<file path="src/rtl/key_conditioner.sv">
// key_conditioner: synchronises, debounces and edge-detects active-low push buttons.
// Define KEY_CONDITIONER_LONG_PRESS_EN to build the per-key long-press detector.
module key_conditioner #(
  parameter int N_KEYS          = 2,
  parameter int DEBOUNCE_CYCLES = 500000,
  parameter int HOLD_CYCLES     = 50000000
) (
  input  logic              CLK,
  input  logic              reset,
  input  logic [N_KEYS-1:0] KEY,
  output logic [N_KEYS-1:0] pressed,
  output logic [N_KEYS-1:0] press_pulse,
  output logic [N_KEYS-1:0] release_pulse,
  output logic [N_KEYS-1:0] long_press
);

  localparam int DW = $clog2(DEBOUNCE_CYCLES);
  localparam logic [DW-1:0] DEB_LAST = DW'(DEBOUNCE_CYCLES - 1);

  logic [N_KEYS-1:0] sync_a;
  logic [N_KEYS-1:0] sync_b;
  logic [N_KEYS-1:0] level;
  logic [DW-1:0]     deb_cnt [N_KEYS];

  // level is the accepted debounced state; pressed and the pulses are registered
  // from it one cycle later so level and edges come out of the same flop stage.
  always_ff @(posedge CLK) begin
    if (reset) begin
      sync_a        <= '0;
      sync_b        <= '0;
      level         <= '0;
      pressed       <= '0;
      press_pulse   <= '0;
      release_pulse <= '0;
      for (int unsigned i = 0; i < N_KEYS; i++) begin
        deb_cnt[i] <= '0;
      end
    end else begin
      sync_a <= ~KEY;
      sync_b <= sync_a;
      for (int unsigned i = 0; i < N_KEYS; i++) begin
        if (sync_b[i] == level[i]) begin
          deb_cnt[i] <= '0;
        end else if (deb_cnt[i] == DEB_LAST) begin
          level[i]   <= ~level[i];
          deb_cnt[i] <= '0;
        end else begin
          deb_cnt[i] <= deb_cnt[i] + 1'b1;
        end
      end
      pressed       <= level;
      press_pulse   <= level & ~pressed;
      release_pulse <= ~level & pressed;
    end
  end

`ifdef KEY_CONDITIONER_LONG_PRESS_EN
  localparam int HW = $clog2(HOLD_CYCLES) + 1;
  localparam logic [HW-1:0] HOLD_MAX  = HW'(HOLD_CYCLES);
  localparam logic [HW-1:0] HOLD_LAST = HW'(HOLD_CYCLES - 1);

  logic [HW-1:0] hold_cnt [N_KEYS];

  // Counter saturates at HOLD_MAX, so the HOLD_LAST match happens once per press.
  always_ff @(posedge CLK) begin
    if (reset) begin
      long_press <= '0;
      for (int unsigned i = 0; i < N_KEYS; i++) begin
        hold_cnt[i] <= '0;
      end
    end else begin
      for (int unsigned i = 0; i < N_KEYS; i++) begin
        if (!pressed[i]) begin
          hold_cnt[i]   <= '0;
          long_press[i] <= 1'b0;
        end else begin
          if (hold_cnt[i] != HOLD_MAX) begin
            hold_cnt[i] <= hold_cnt[i] + 1'b1;
          end
          long_press[i] <= (hold_cnt[i] == HOLD_LAST);
        end
      end
    end
  end
`else
  assign long_press = '0;
`endif

endmodule

</file>
<file path="config.mk">
export PLATFORM = sky130hd
export DESIGN_NAME = key_conditioner
export DESIGN_NICKNAME = d
export VERILOG_FILES = /design/src/rtl/key_conditioner.sv
export SDC_FILE = /design/constraint.sdc
export NUM_CORES = 1
export LEC_CHECK = 0
export CAP_MARGIN = 15
export CORE_MARGIN = 1
export CORE_UTILIZATION = 56
export CTS_CLUSTER_SIZE = 30
export DETAILED_ROUTE_END_ITERATION = 10
export DONT_BUFFER_PORTS = 1
export GPL_TIMING_DRIVEN = 0
export PLACE_DENSITY = 0.74
export SYNTH_ARGS = -nofsm -noshare
export SYNTH_HDL_FRONTEND = slang
export SYNTH_SLANG_ARGS = --single-unit
</file>
<file path="constraint.sdc">
create_clock -name CLK -period 1.9 [get_ports CLK]
set_input_delay 0.19 -clock CLK [delete_from_list [all_inputs] [get_ports CLK]]
set_output_delay 0.19 -clock CLK [all_outputs]
set_load 0.01 [all_outputs]
</file>
==> flow_summary.toml, run 1 <==
[timing]
rsz0062_at_grt = "false"
fmax_ghz = 0.5414
setup_viol_count_final = 0
finClkSkew_ps = 9.084
fin_crit_sh_pct = 97.22
holdWs_ps = 213.8
setup_ws_ps = 52.80
fin_tns_setup_ps = 0
hold_viol = 0
maxSlewViolCount = 0
fin_crit_ps = 1847

[floorplan]
dieArea_sq_um = 4749
num_rows = 23
start_util_pct = 60.51
core_area_sq_um = 4144
die_x_um = 68.92
die_h_um = 68.92
io_pins = 12

[cts]
clock-sinks = 50
cts_tree = "built"
cts.clk_slew.worst_paths_ps = 100
worst_skew_pair.late_latency_ps = 310
h-tree-depth = 2
root_buffer = "clkbuf_8"
cts_made_buffers = 5
clock_path_buffers = 2

[placement]
dpl_cell_area_sq_um = 2715
gp_congestion = 0.8421
port_buffers = 0
hpwlAfterDp_mm = 3.090
post-place-ws_ps = -438.1
dp.cells = 327

[detailed_routing]
viasPerCell = 5.277
drt_iter0_drc = 92
dr_wl_met2_mm = 2.258
vias = 1884
ant_nets = 0
wl_met1_mm = 2.044
wire_per_inst_um = 12.95
wl_met3_um = 239
highest_layer = "met4"
drc = 0
wl_mm = 4.623
drt_pass1_iterations = 4

[setup_path]
r2r_setup_slack_ps = 50
critPathRequiredTime_ps = 2060
ff2ff_path_depth = 4
arrival_ps = 2010
cp_max_fo = 6
critPathBufInv = 0
crit_chain = "nand4_4 > or3_4 > or4_1 > a21oi_1"
crit_path_end_kind = "flip-flop"
reg2reg_to = "deb_cnt[0][17]"
crit_type = "flip-flop to flip-flop"
cpPeakStageDelay_ps = 470
critical_path.top_delay_family = "simple AND/OR/NAND/NOR gates"
r2r_start = "deb_cnt[0][11]"
worstSetupStartpointType = "flip-flop"
cpMaxStageDelayCell = "or4_1"

[synthesis]
avgSynthCellArea_sq_um = 10.49
ys_types = 36
synth_top_area_share_pct = 45.51
ys_ff_latch = 50
synth_cells = 239
synth_top_cells_by_area = "edfxtp_1 46%, dfxtp_1 9.6%, nor2_1 6.0%, xnor2_1 5.9%, xor2_1 3.8%"
synth_area_leader_cell = "edfxtp_1"
seq_area_frac_synth_pct = 55.09
netlist_area_sq_um = 2507
synth_warnings = 0

[run]
max-cap-violations = 0

[final_layout]
fin_util_pct = 73.91
design_area_sq_um = 3063
final_nets = 312
fin_cells = 357
synthToLayoutAreaGrowth_pct = 22.16
drive_above_1_share_pct = 15.64
diodes = 0
final_cell_mix = "40 x nor2_1, 40 x conb_1, 38 x edfxtp_1"

[global_route]
grt_usage_pct = 21.02
antenna_found_initial = 0
grt-ovfl-total = 0
grt_start_max_net_pins = 19
grt_first_pass_wirelength_mm = 7.162
grt_pass1_vias = 1639

[worst_hold_path]
hold_start = "reset"
hold_depth = 2
hold_class = "input port to flip-flop"
hold_end = "sync_a[1]"

[power]
irDropWorstVdd_mv = 0.4957
powerDensity_nw_per_um2 = 659.8
power_mw = 2.021
power.static_leakage_nw = 1.096

[run_status]
status = "finished clean"
[what timing repair did]
item                                    in CTS  in global routing
gates cloned                                 1                  0
endpoints found under the setup margin      36                 32
endpoints found under the hold margin        2                  0
buffers inserted                             9                 13
pin swaps                                    4                  4
hold buffers                                 2                  0
resized for setup                           12                  4
[final cells by class]
type                       instances  area [sq um]
fill                             294          1081
inverter                           8         30.03
multi-input combinational        211          1249
tap                               50         62.56
sequential                        50          1381
timing repair buffer              25         207.7
clock inverter                     3         26.28
buffer                             5         37.54
clock buffer                       5         68.82
[cell families after synthesis]
group / synth area share, %
AO/OA/AOI/OAI: 4.741
other: 0.2995
AND/OR/NAND/NOR: 25.50
flip-flops: 55.09
adder cells (fa/ha/maj): 0.9978
buffers and inverters: 2.794
multiplexers: 0.7984
XOR/XNOR: 9.780
[Yosys cell counts]
cell      instances
nor2_1           40
edfxtp_1         38
xnor2_1          17
nand3_1          14
dfxtp_1          12
nand2_1          12
nand4_1          11
xor2_1           11
a21oi_1           8
inv_1             8
nor3_1            7
nand2b_1          5
nor4_1            5
clkbuf_1          4
nor4b_1           4
o21ai_0           4
o31ai_1           4
or4_1             4
and4_1            3
or2_2             3
buf_2             2
buf_4             2
conb_1            2
ha_1              2
mux2i_1           2
nor2b_1           2
nor3b_1           2
or3_1             2
or3_2             2
and2_1            1
and3_1            1
nand4_2           1
o21bai_1          1
o31ai_4           1
or2_1             1
or3_4             1
[worst max path at each step]
stage,startpoint,endpoint,slack [ps],cells after the start
after floorplan,deb_cnt[1][0],deb_cnt[1][2],20,6
after global placement,deb_cnt[0][0],deb_cnt[0][9],-370,6
after detailed placement,deb_cnt[0][0],deb_cnt[0][13],-440,6
after CTS,deb_cnt[0][8],deb_cnt[0][17],6,4
after global routing,deb_cnt[0][11],deb_cnt[0][17],5,4
final,deb_cnt[0][11],deb_cnt[0][17],50,4
[per-layer routing]
layer / vias to the layer above / GRT usage [%]
li1: 952 / -
met1: 871 / 25.47
met2: 50 / 35.19
met3: 11 / 5.921
met4: 0 / 8.163
met5: - / 0
[registers in the layout, summed over array words and instances, names as in the netlist]
signal,flops
sync_b,2
sync_a,2
press_pulse,2
level,2
pressed,2
release_pulse,2
deb_cnt,38
[power by group]
| group | internal (mW) | total, mW | leakage [nW] | switching [mW] |
|---|---|---|---|---|
| clock | 0.271 | 0.642 | 0.0491 | 0.370 |
| combinational | 0.0606 | 0.120 | 0.557 | 0.0593 |
| sequential | 1.21 | 1.26 | 0.489 | 0.0469 |
| total | 1.54 | 2.02 | 1.10 | 0.477 |
[worst register-to-register path, cell delays in order, from the launching register on]
cell	delay, ps
edfxtp_1	460
nand4_4	160
or3_4	450
or4_1	470
a21oi_1	160
Note: power is estimated with default switching activity, not from simulation.
==> run 2, diff against run 1 <==
--- a/config.mk
+++ b/config.mk
@@ -6,6 +6,7 @@
 export NUM_CORES = 1
 export LEC_CHECK = 0
 export CAP_MARGIN = 15
+export CORE_ASPECT_RATIO = 0.6
 export CORE_MARGIN = 1
 export CORE_UTILIZATION = 56
 export CTS_CLUSTER_SIZE = 30
==> flow_summary.toml, run 2 (synthesis gave the netlist of run 1 again) <==
[global_route]
antenna_found_initial = 0
grt_usage_pct = 21.25
grt_pass1_vias = 1534
grt_start_max_net_pins = 16
grt_first_pass_wirelength_mm = 7.300
grt-ovfl-total = 0

[cts]
clock_path_buffers = 2
cts_made_buffers = 5
cts.clk_slew.worst_paths_ps = 90
root_buffer = "clkbuf_8"
cts_tree = "built"
clock-sinks = 50
h-tree-depth = 2
worst_skew_pair.late_latency_ps = 300

[detailed_routing]
vias = 1983
ant_nets = 0
wire_per_inst_um = 14.40
wl_mm = 5.399
viasPerCell = 5.288
drt_pass1_iterations = 4
drt_iter0_drc = 163
drc = 0

[setup_path]
cp_max_fo = 5
arrival_ps = 1930
critPathRequiredTime_ps = 1950
cpPeakStageDelay_ps = 450
crit_type = "flip-flop to flip-flop"
worstSetupStartpointType = "flip-flop"
crit_path_end_kind = "flip-flop"
crit_chain = "ha_4 > nand4_1 > or2_4 > o31ai_4 > buf_6 > a21oi_2"
cpMaxStageDelayCell = "edfxtp_1"
critical_path.top_delay_family = "flip-flops"
critPathBufInv = 1

[power]
irDropWorstVdd_mv = 0.5268
powerDensity_nw_per_um2 = 681.6
power.static_leakage_nw = 1.154

[timing]
finClkSkew_ps = 8.938
setup_ws_ps = 24.20
fmax_ghz = 0.5331
setup_viol_count_final = 0
fin_crit_sh_pct = 98.73
hold_viol = 0
holdWs_ps = 240.2
rsz0062_at_grt = "true"
fin_crit_ps = 1876
maxSlewViolCount = 0

[final_layout]
final_cell_mix = "40 x conb_1, 38 x edfxtp_1, 30 x nor2_1, 30 x buf_4, 17 x xnor2_1"
layout.cells.most_common = "conb_1"
top_register = "deb_cnt"
largest_reg_flops = 38
fin_util_pct = 77.21
synthToLayoutAreaGrowth_pct = 28.99
final_nets = 320
drive_above_1_share_pct = 22.86
fin_cells = 375
diodes = 0

[floorplan]
start_util_pct = 59.86
dieArea_sq_um = 4758
io_pins = 12
die_x_um = 88.39
core_area_sq_um = 4189
num_rows = 18
die_h_um = 53.83

[placement]
gp_congestion = 0.7927
port_buffers = 0
hpwlAfterDp_mm = 3.230
post-place-ws_ps = -447.8
dp.cells = 337

[run]
max-cap-violations = 0

[worst_hold_path]
hold_class = "input port to flip-flop"

[run_status]
status = "finished clean"
run 2: changes by cell type in the layout (fill, tap and decap cells not counted), sizes merged:
| cell | previous run | this run |
|---|---|---|
| buf | 27 | 34 |
| clkbuf | 6 | 10 |
| inv | 10 | 8 |
| clkinv | 1 | 0 |
run 2: layout make-up:
type,count,area [sq um]
Fill cell,275,954.7
Buffer,5,37.54
Sequential cell,50,1381
Tap cell,60,75.07
Inverter,8,30.03
Clock buffer,8,132.6
Multi-Input combinational cell,211,1314
Timing Repair Buffer,33,264.0
run 2: repair_timing:
action / CTS / global route
resized for setup: 4 / 32
pin swaps: 4 / 14
cloned: 0 / 2
setup endpoints to repair: 36 / 37
buffers inserted: 5 / 24
hold buffers: 2 / 0
hold endpoints to repair: 2 / 0
run 2: layer usage:
| metal | GRT usage [%] | part of all wire [%] | vias up |
|---|---|---|---|
| li1 | - | - | 969 |
| met4 | 4.839 | 1.9 | 0 |
| met1 | 32.75 | 49 | 920 |
| met5 | 0 | 0 | - |
| met2 | 28.08 | 41 | 83 |
| met3 | 7.209 | 8.5 | 11 |
run 2: metrics by stage:
step | power [mW] | cell area (sq um) | TNS, ps
after floorplan | 1.342 | 2653 | 0
after global placement | 1.362 | 2728 | -7599
after detailed placement | 1.365 | 2728 | -7963
after CTS | 2.165 | 2927 | -392.7
after global routing | 2.275 | 3234 | -623.6
final | 2.205 | 3234 | 0
run 2: final timing paths:
kind	start	end	slack (ps)	cells after the start
worst max-delay path	deb_cnt[1][0]	deb_cnt[1][18]	20	6
worst min-delay path	reset	sync_b[1]	240	2
worst max register to register	deb_cnt[1][0]	deb_cnt[1][18]	20	6
worst min register to register	sync_a[1]	sync_b[1]	450	1
run 2: worst register-to-register path, delay by kind of cell (launching register included):
kind / cells / cell delay, ps
flip-flops: 1 / 450
AND/OR/NAND/NOR: 2 / 430
AO/OA/AOI/OAI: 2 / 370
buffers and inverters: 1 / 200
adder cells (fa/ha/maj): 1 / 190
run 2: where the power goes:
part | switching, mW | leakage, nW | total (mW) | internal (mW)
Combinational | 0.0711 | 0.596 | 0.139 | 0.0681
Clock | 0.350 | 0.0678 | 0.806 | 0.456
Sequential | 0.0471 | 0.489 | 1.26 | 1.21
